===== src/rtl/alu_seq_pkg.sv =====
// Shared definitions for the execute-stage ALU operation sequencer.
// Latency: n/a (package only).
// Backpressure: n/a (package only).
//
// Contents: opcode constants, FSM state encoding, ALU select words
// ordered {s4,s3,s2,s1,s0}, default MUL iteration count and a helper
// that identifies the opcodes whose carry feeds the ADC carry flag.
package alu_seq_pkg;

    localparam int MUL_STEPS_DEF = 8;

    localparam logic [2:0] OP_ADD   = 3'b000;
    localparam logic [2:0] OP_SUB   = 3'b001;
    localparam logic [2:0] OP_AND   = 3'b010;
    localparam logic [2:0] OP_PASSA = 3'b011;
    localparam logic [2:0] OP_PASSB = 3'b100;
    localparam logic [2:0] OP_INC   = 3'b101;
    localparam logic [2:0] OP_ADC   = 3'b110;
    localparam logic [2:0] OP_MUL   = 3'b111;

    // Select words, bit order {s4,s3,s2,s1,s0}.
    localparam logic [4:0] SEL_ADD   = 5'b00000;
    localparam logic [4:0] SEL_SUB   = 5'b01100;
    localparam logic [4:0] SEL_AND   = 5'b00001;
    localparam logic [4:0] SEL_PASSA = 5'b00010;
    localparam logic [4:0] SEL_PASSB = 5'b00011;
    localparam logic [4:0] SEL_INC   = 5'b10100;

    typedef enum logic [1:0] {
        ST_IDLE = 2'd0,
        ST_EXEC = 2'd1,
        ST_MUL  = 2'd2,
        ST_RESP = 2'd3
    } state_e;

    // Arithmetic ops report their carry and refresh the ADC carry flag;
    // logic/pass ops and MUL leave the flag alone and report carry 0.
    function automatic logic updates_carry(input logic [2:0] op);
        return (op == OP_ADD) || (op == OP_SUB) || (op == OP_INC) || (op == OP_ADC);
    endfunction

endpackage


===== src/rtl/alu_sel_decode.sv =====
// Opcode to ALU select decoder for the operation sequencer.
// Latency: purely combinational, zero cycles.
// Backpressure: none; outputs follow inputs.
//
// Ports:
//   op_i      opcode of the operation in flight
//   cflag_i   stored carry flag, becomes carry-in (s2) for ADC
//   mul_bit_i current multiplier LSB; MUL adds when set, passes acc otherwise
//   sel_o     select word {s4,s3,s2,s1,s0}
module alu_sel_decode
    import alu_seq_pkg::*;
(
    input  logic [2:0] op_i,
    input  logic       cflag_i,
    input  logic       mul_bit_i,
    output logic [4:0] sel_o
);

    always_comb begin
        sel_o = SEL_PASSA;
        case (op_i)
            OP_ADD:   sel_o = SEL_ADD;
            OP_SUB:   sel_o = SEL_SUB;
            OP_AND:   sel_o = SEL_AND;
            OP_PASSA: sel_o = SEL_PASSA;
            OP_PASSB: sel_o = SEL_PASSB;
            OP_INC:   sel_o = SEL_INC;
            OP_ADC:   sel_o = {2'b00, cflag_i, 2'b00};
            OP_MUL:   sel_o = mul_bit_i ? SEL_ADD : SEL_PASSA;
            default:  sel_o = SEL_PASSA;
        endcase
    end

endmodule


===== src/rtl/alu_op_sequencer.sv =====
// Sequences one operation at a time onto the external 8-bit ALU; MUL runs as shift-add.
// Latency: response valid 2 edges after the accepting edge, MUL_STEPS+1 edges for MUL.
// Backpressure: response held stable until rsp_ready; req_ready low while busy or stalled.
//
// Ports:
//   clk, rst_n                     clock, synchronous active-low reset
//   req_valid/req_ready/req_op/a/b request handshake and operands
//   rsp_valid/rsp_ready/data/carry response handshake and result
//   alu_a, alu_b, alu_s0..alu_s4   drive to the ALU
//   alu_o, alu_cout                ALU result and carry back
module alu_op_sequencer
    import alu_seq_pkg::*;
#(
    parameter int MUL_STEPS = MUL_STEPS_DEF
) (
    input  logic       clk,
    input  logic       rst_n,
    input  logic       req_valid,
    output logic       req_ready,
    input  logic [2:0] req_op,
    input  logic [7:0] req_a,
    input  logic [7:0] req_b,
    output logic       rsp_valid,
    input  logic       rsp_ready,
    output logic [7:0] rsp_data,
    output logic       rsp_carry,
    output logic [7:0] alu_a,
    output logic [7:0] alu_b,
    output logic       alu_s0,
    output logic       alu_s1,
    output logic       alu_s2,
    output logic       alu_s3,
    output logic       alu_s4,
    input  logic [7:0] alu_o,
    input  logic       alu_cout
);

    localparam int STEP_W = (MUL_STEPS > 1) ? $clog2(MUL_STEPS) : 1;
    localparam logic [STEP_W-1:0] LAST_STEP = STEP_W'(MUL_STEPS - 1);

    state_e            state_q, state_d;
    logic [2:0]        op_q, op_d;
    logic [7:0]        a_q, a_d;
    logic [7:0]        b_q, b_d;
    logic [7:0]        acc_q, acc_d;
    logic [7:0]        mcand_q, mcand_d;
    logic [7:0]        mplier_q, mplier_d;
    logic [STEP_W-1:0] step_q, step_d;
    logic              cflag_q, cflag_d;
    logic [7:0]        rsp_data_q, rsp_data_d;
    logic              rsp_carry_q, rsp_carry_d;

    logic       xfer;
    logic       busy;
    logic [7:0] acc_step;
    logic [4:0] dec_sel;
    logic [4:0] sel;

    assign req_ready = (state_q == ST_IDLE) || ((state_q == ST_RESP) && rsp_ready);
    assign xfer      = req_valid && req_ready;
    assign rsp_valid = (state_q == ST_RESP);
    assign rsp_data  = rsp_data_q;
    assign rsp_carry = rsp_carry_q;
    assign busy      = (state_q == ST_EXEC) || (state_q == ST_MUL);

    // Partial-product accumulate: take the adder result only when the
    // current multiplier bit is set (the decoder selects PASSA otherwise).
    assign acc_step = mplier_q[0] ? alu_o : acc_q;

    alu_sel_decode u_sel_decode (
        .op_i      (op_q),
        .cflag_i   (cflag_q),
        .mul_bit_i (mplier_q[0]),
        .sel_o     (dec_sel)
    );

    // Outside EXEC/MUL the ALU sees zeros and a harmless pass-through.
    assign sel    = busy ? dec_sel : SEL_PASSA;
    assign alu_a  = (state_q == ST_EXEC) ? a_q : ((state_q == ST_MUL) ? acc_q : 8'h00);
    assign alu_b  = (state_q == ST_EXEC) ? b_q : ((state_q == ST_MUL) ? mcand_q : 8'h00);
    assign alu_s0 = sel[0];
    assign alu_s1 = sel[1];
    assign alu_s2 = sel[2];
    assign alu_s3 = sel[3];
    assign alu_s4 = sel[4];

    always_comb begin
        state_d     = state_q;
        op_d        = op_q;
        a_d         = a_q;
        b_d         = b_q;
        acc_d       = acc_q;
        mcand_d     = mcand_q;
        mplier_d    = mplier_q;
        step_d      = step_q;
        cflag_d     = cflag_q;
        rsp_data_d  = rsp_data_q;
        rsp_carry_d = rsp_carry_q;

        case (state_q)
            ST_IDLE: begin
                state_d = ST_IDLE;
            end
            ST_EXEC: begin
                rsp_data_d = alu_o;
                if (updates_carry(op_q)) begin
                    rsp_carry_d = alu_cout;
                    cflag_d     = alu_cout;
                end else begin
                    rsp_carry_d = 1'b0;
                end
                state_d = ST_RESP;
            end
            ST_MUL: begin
                acc_d    = acc_step;
                mcand_d  = mcand_q << 1;
                mplier_d = mplier_q >> 1;
                step_d   = step_q + 1'b1;
                if (step_q == LAST_STEP) begin
                    rsp_data_d  = acc_step;
                    rsp_carry_d = 1'b0;
                    state_d     = ST_RESP;
                end
            end
            ST_RESP: begin
                if (rsp_ready) begin
                    state_d = ST_IDLE;
                end
            end
            default: state_d = ST_IDLE;
        endcase

        // Acceptance only happens from IDLE or a draining RESP, so it can
        // safely override whatever those states chose above.
        if (xfer) begin
            op_d = req_op;
            a_d  = req_a;
            b_d  = req_b;
            if (req_op == OP_MUL) begin
                acc_d    = 8'h00;
                mcand_d  = req_a;
                mplier_d = req_b;
                step_d   = '0;
                state_d  = ST_MUL;
            end else begin
                state_d = ST_EXEC;
            end
        end
    end

    always_ff @(posedge clk) begin
        if (!rst_n) begin
            state_q     <= ST_IDLE;
            op_q        <= 3'b000;
            a_q         <= 8'h00;
            b_q         <= 8'h00;
            acc_q       <= 8'h00;
            mcand_q     <= 8'h00;
            mplier_q    <= 8'h00;
            step_q      <= '0;
            cflag_q     <= 1'b0;
            rsp_data_q  <= 8'h00;
            rsp_carry_q <= 1'b0;
        end else begin
            state_q     <= state_d;
            op_q        <= op_d;
            a_q         <= a_d;
            b_q         <= b_d;
            acc_q       <= acc_d;
            mcand_q     <= mcand_d;
            mplier_q    <= mplier_d;
            step_q      <= step_d;
            cflag_q     <= cflag_d;
            rsp_data_q  <= rsp_data_d;
            rsp_carry_q <= rsp_carry_d;
        end
    end

endmodule

===== config.mk =====
export PLATFORM = sky130hd
export DESIGN_NAME = alu_op_sequencer
export DESIGN_NICKNAME = d
export VERILOG_FILES = /design/src/rtl/alu_seq_pkg.sv /design/src/rtl/alu_sel_decode.sv /design/src/rtl/alu_op_sequencer.sv
export SDC_FILE = /design/constraint.sdc
export NUM_CORES = 1
export LEC_CHECK = 0
export CELL_PAD_IN_SITES_DETAIL_PLACEMENT = 1
export CELL_PAD_IN_SITES_GLOBAL_PLACEMENT = 1
export CORE_ASPECT_RATIO = 0.9
export CORE_UTILIZATION = 35
export DETAILED_ROUTE_END_ITERATION = 8
export PLACE_DENSITY_LB_ADDON = 0.1
export SETUP_SLACK_MARGIN = 0.2
export SYNTH_ARGS = -nofsm -noshare
export SYNTH_HDL_FRONTEND = slang
export SYNTH_HIERARCHICAL = 1
export SYNTH_SLANG_ARGS = --single-unit

===== constraint.sdc =====
create_clock -name clk -period 2.2 [get_ports clk]
set_input_delay 0.44 -clock clk [delete_from_list [all_inputs] [get_ports clk]]
set_output_delay 0.44 -clock clk [all_outputs]
set_load 0.02 [all_outputs]

==> metrics.md <==
| Metric | Value |
|---|---|
| Outcome | finished, final reports clean |
| Crit end category | output pin |
| Synth Net Count | 386 |
| Via count | 2671 |
| Core area | 0.00762 mm2 |
| Cell count after synthesis | 347 |
| Most frequent cells in the layout | 85 x nand2_1, 56 x dfxtp_1, 40 x clkdlybuf4s50_1, 29 x nor2_1, 28 x a21oi_1 |
| H-tree depth | 3 |
| Die span in x | 96.1 um |
| Synth Area per Inst | 8.04 um2 |
| CP endpoint | alu_a[7] |
| Synth Register Bits | 58 |
| Main combinational cell family by area after synthesis | simple AND/OR/NAND/NOR gates |
| Global route overflow | 0 |
| Die H | 86.7 um |
| Critical path cell sequence | inv_4 > ha_4 > buf_12 > nor2b_4 > a22o_1 > buf_6 |
| Synth Area in Simple Gates | 23.3% |
| Final WL | 8770 um |
| Yosys cell types | 36 |
| Setup crit start kind | flip-flop |
| Sink Count | 58 |
| RSZ-0062 raised after global routing | true |
| Final routed DRC violation total | 0 |
| Multiplexer area fraction after synthesis | 7.13% |
| Post-Syn Area | 0.00279 mm2 |
| Final Cell Area | 0.00377 mm2 |
| Worst-Margin Slew | 0.459 ns |
| Critical Path AT | 1.54 ns |
| Worst R2R Setup Slack | 0.35 ns |
| R2R cell count | 8 |
| Die area | 0.00833 mm2 |
| Critical Path Start | state_q[0]$_SDFFE_PN0P_ |
| Synth warn | 6 |
| DR vias/cell | 5.22 |
| IO Pins | 64 |
| Pre-antenna DRT Iters | 4 |
| Initial DRC count | 109 |
| Prevailing post-synth register cell | dfxtp_1 |
| Commonest non-fill, non-tap cell in the layout | nand2_1 |
| First-pass GRT wire length | 13700 um |
| Clock tree buffer depth | 2 |
| Initial core utilization | 36.6% |
| Fin. max-slew vios | 0 |
| Hold Fails Final Rpt | 0 |
| Area Overhead vs Synth | 35.3% |
| Worst-path clk slew | 0.06 ns |
| Yosys top cell by area | dfxtp_1 |
| Required time worst endpoint | 1.76 ns |
| Register area share after synthesis | 41.6% |
| GPL Wtd Cong | 0.751 |
| WS Path Type | reg -> out |
| Final net count | 454 |
| Hold crit path type | reg -> reg |
| Worst-skew pair later-pin latency | 0.34 ns |
| Max VDD drop | 0.439 mV |
| Worst Skew | 0.00546 ns |
| Worst R2R Start | state_q[0]$_SDFFE_PN0P_ |
| Initial antenna violation count | 0 |
| WL/cell | 17.1 um |
| Number of flops mapped to enable cells by yosys | 0 |
| Antenna Nets Post-Route | 0 |
| Cell Area, Placed | 0.00356 mm2 |
| Ys async rst share | 0% |
| Count of final setup violators | 0 |
| PnR worst setup slack | 0.217 ns |
| Crit-path max cell delay | 0.38 ns |
| Pre-CTS WS | -0.0672 ns |
| Worst hold stages | 2 |
| Xor/xnor share of the synthesized area | 0.942% |
| Final min period | 1.98 ns |
| Hold buffers post-CTS | 0 |
| Root Driver | clkbuf_8 |
| Leakage | 1.45 nW |
| Worst Path Max Fanout | 5 |
| Largest net degree at the start of global routing | 29 |
| N_diodes | 0 |
| Top post-synthesis cells by area | dfxtp_1 42%, nand2_1 11%, a21oi_1 5.0%, mux2i_1 4.3%, o21ai_0 3.9% |
| Synthesized-area fraction occupied by adder cells | 3.14% |
| Fmax | 0.504 GHz |
| Max Cap Violations | 0 |
| Rel. slew slack | 69.3% |
| P per Cell Area | 1060 mW/mm2 |
| Rows | 30 |
| Final period utilization | 90.1% |
| Slowest CP cell | dfxtp_4 |
| CTS tree | done |
| Fraction of layout cells with a size suffix above 1 | 17.8% |
| Port buffer count | 63 |
| Vias in the first global route | 2691 |
| Compound-Gate Fraction of Synth Area | 17.9% |
| Detailed Place HPWL | 5820 um |
| Synth top area share | 41.6% |
| GRT Overall Usage | 22.2% |
| CTS Buf Count | 9 |
| Reg-to-Reg End | rsp_data[6]$_SDFFE_PN0P_ |
[registers in the layout (all words and copies together), names as in the netlist]
| signal | flops |
|---|---|
| acc_q | 8 |
| mplier_q | 8 |
| op_q | 3 |
| step_q | 3 |
| mcand_q | 8 |
| b_q | 8 |
| rsp_data | 8 |
| cflag_q | 1 |
| a_q | 8 |
| state_q | 2 |
| rsp_carry | 1 |
[kinds of logic (layout without fill, tap and decap cells)]
| kind of cell | Yosys count | in the layout |
|---|---|---|
| buffers and inverters | 29 | 98 |
| XOR/XNOR | 3 | 3 |
| AO/OA/AOI/OAI | 82 | 82 |
| flip-flops | 58 | 58 |
| AND/OR/NAND/NOR | 149 | 149 |
| adder cells (fa/ha/maj) | 7 | 7 |
| multiplexers | 19 | 19 |
[area by class of cell]
type	instances	area, um2
clock buffer	12	165
fill	923	3850
inverter	6	25.0
multi-input combinational	260	1510
sequential	58	1170
tap	96	120
timing repair buffer	80	787
[synth_stat cells (all sizes together), types with 4 or more instances]
cell	number
a21oi	28
and2	6
nand3	10
nand2	87
nor2b	4
mux2	7
dfxtp	58
inv	6
o21ai	23
mux2i	12
a211oi	7
buf	16
clkbuf	7
nor2	29
nand2b	11
ha	7
a311oi	7
o22ai	8
[layer usage]
layer,vias to the layer above,wire length [um],part of all wire (%),GRT usage (%)
li1,1319,-,-,-
met1,1284,4180,48,28.2
met2,61,4140,47,36.7
met3,7,373,4.3,5.88
met4,0,73,0.83,6.24
met5,-,0,0,0
[power by group]
part	switching [mW]	total [mW]	internal, mW
clock network	0.405	0.881	0.476
logic	0.956	1.77	0.814
registers	0.117	1.34	1.22
[worst min path at each step]
stage | from | to | slack (ns)
2_1_floorplan | a_q[0]$_SDFFE_PN0N_ | a_q[0]$_SDFFE_PN0N_ | 0.44
4_1_cts | a_q[3]$_SDFFE_PN0N_ | a_q[3]$_SDFFE_PN0N_ | 0.46
3_3_place_gp | a_q[3]$_SDFFE_PN0N_ | a_q[3]$_SDFFE_PN0N_ | 0.44
3_5_place_dp | b_q[4]$_SDFFE_PN0N_ | b_q[4]$_SDFFE_PN0N_ | 0.45
6_report | b_q[4]$_SDFFE_PN0N_ | b_q[4]$_SDFFE_PN0N_ | 0.46
5_1_grt | b_q[4]$_SDFFE_PN0N_ | b_q[4]$_SDFFE_PN0N_ | 0.48
[stage by stage]
step / hold WS [ns] / setup TNS (ns) / utilization [%] / std cells / total power, mW
finish: 0.458 / 0 / 49.5 / 512 / 3.99
global route: 0.475 / 0 / 49.5 / 512 / 4.19
CTS: 0.461 / 0 / 49.3 / 511 / 3.95
detailed placement: 0.452 / -0.135 / 46.7 / 496 / 2.90
global placement: 0.443 / 0 / 46.7 / 496 / 2.86
floorplan: 0.437 / 0 / - / 347 / 2.27
[worst max-delay path: cells and delay by family (launching register included)]
kind,cells,cell delay [ns]
compound gates,1,0.20
buf+inv,3,0.31
fa+ha+maj,1,0.19
flops,1,0.38
simple gates,1,0.12
[repair_timing]
| item | in CTS | in global routing |
|---|---|---|
| buffers inserted | 1 | 0 |
| resized for setup | 118 | 14 |
| gates cloned | 2 | 1 |
| endpoints found under the setup margin | 31 | 20 |
| pin swaps | 3 | 2 |
Note: power is estimated with default switching activity, not from simulation.
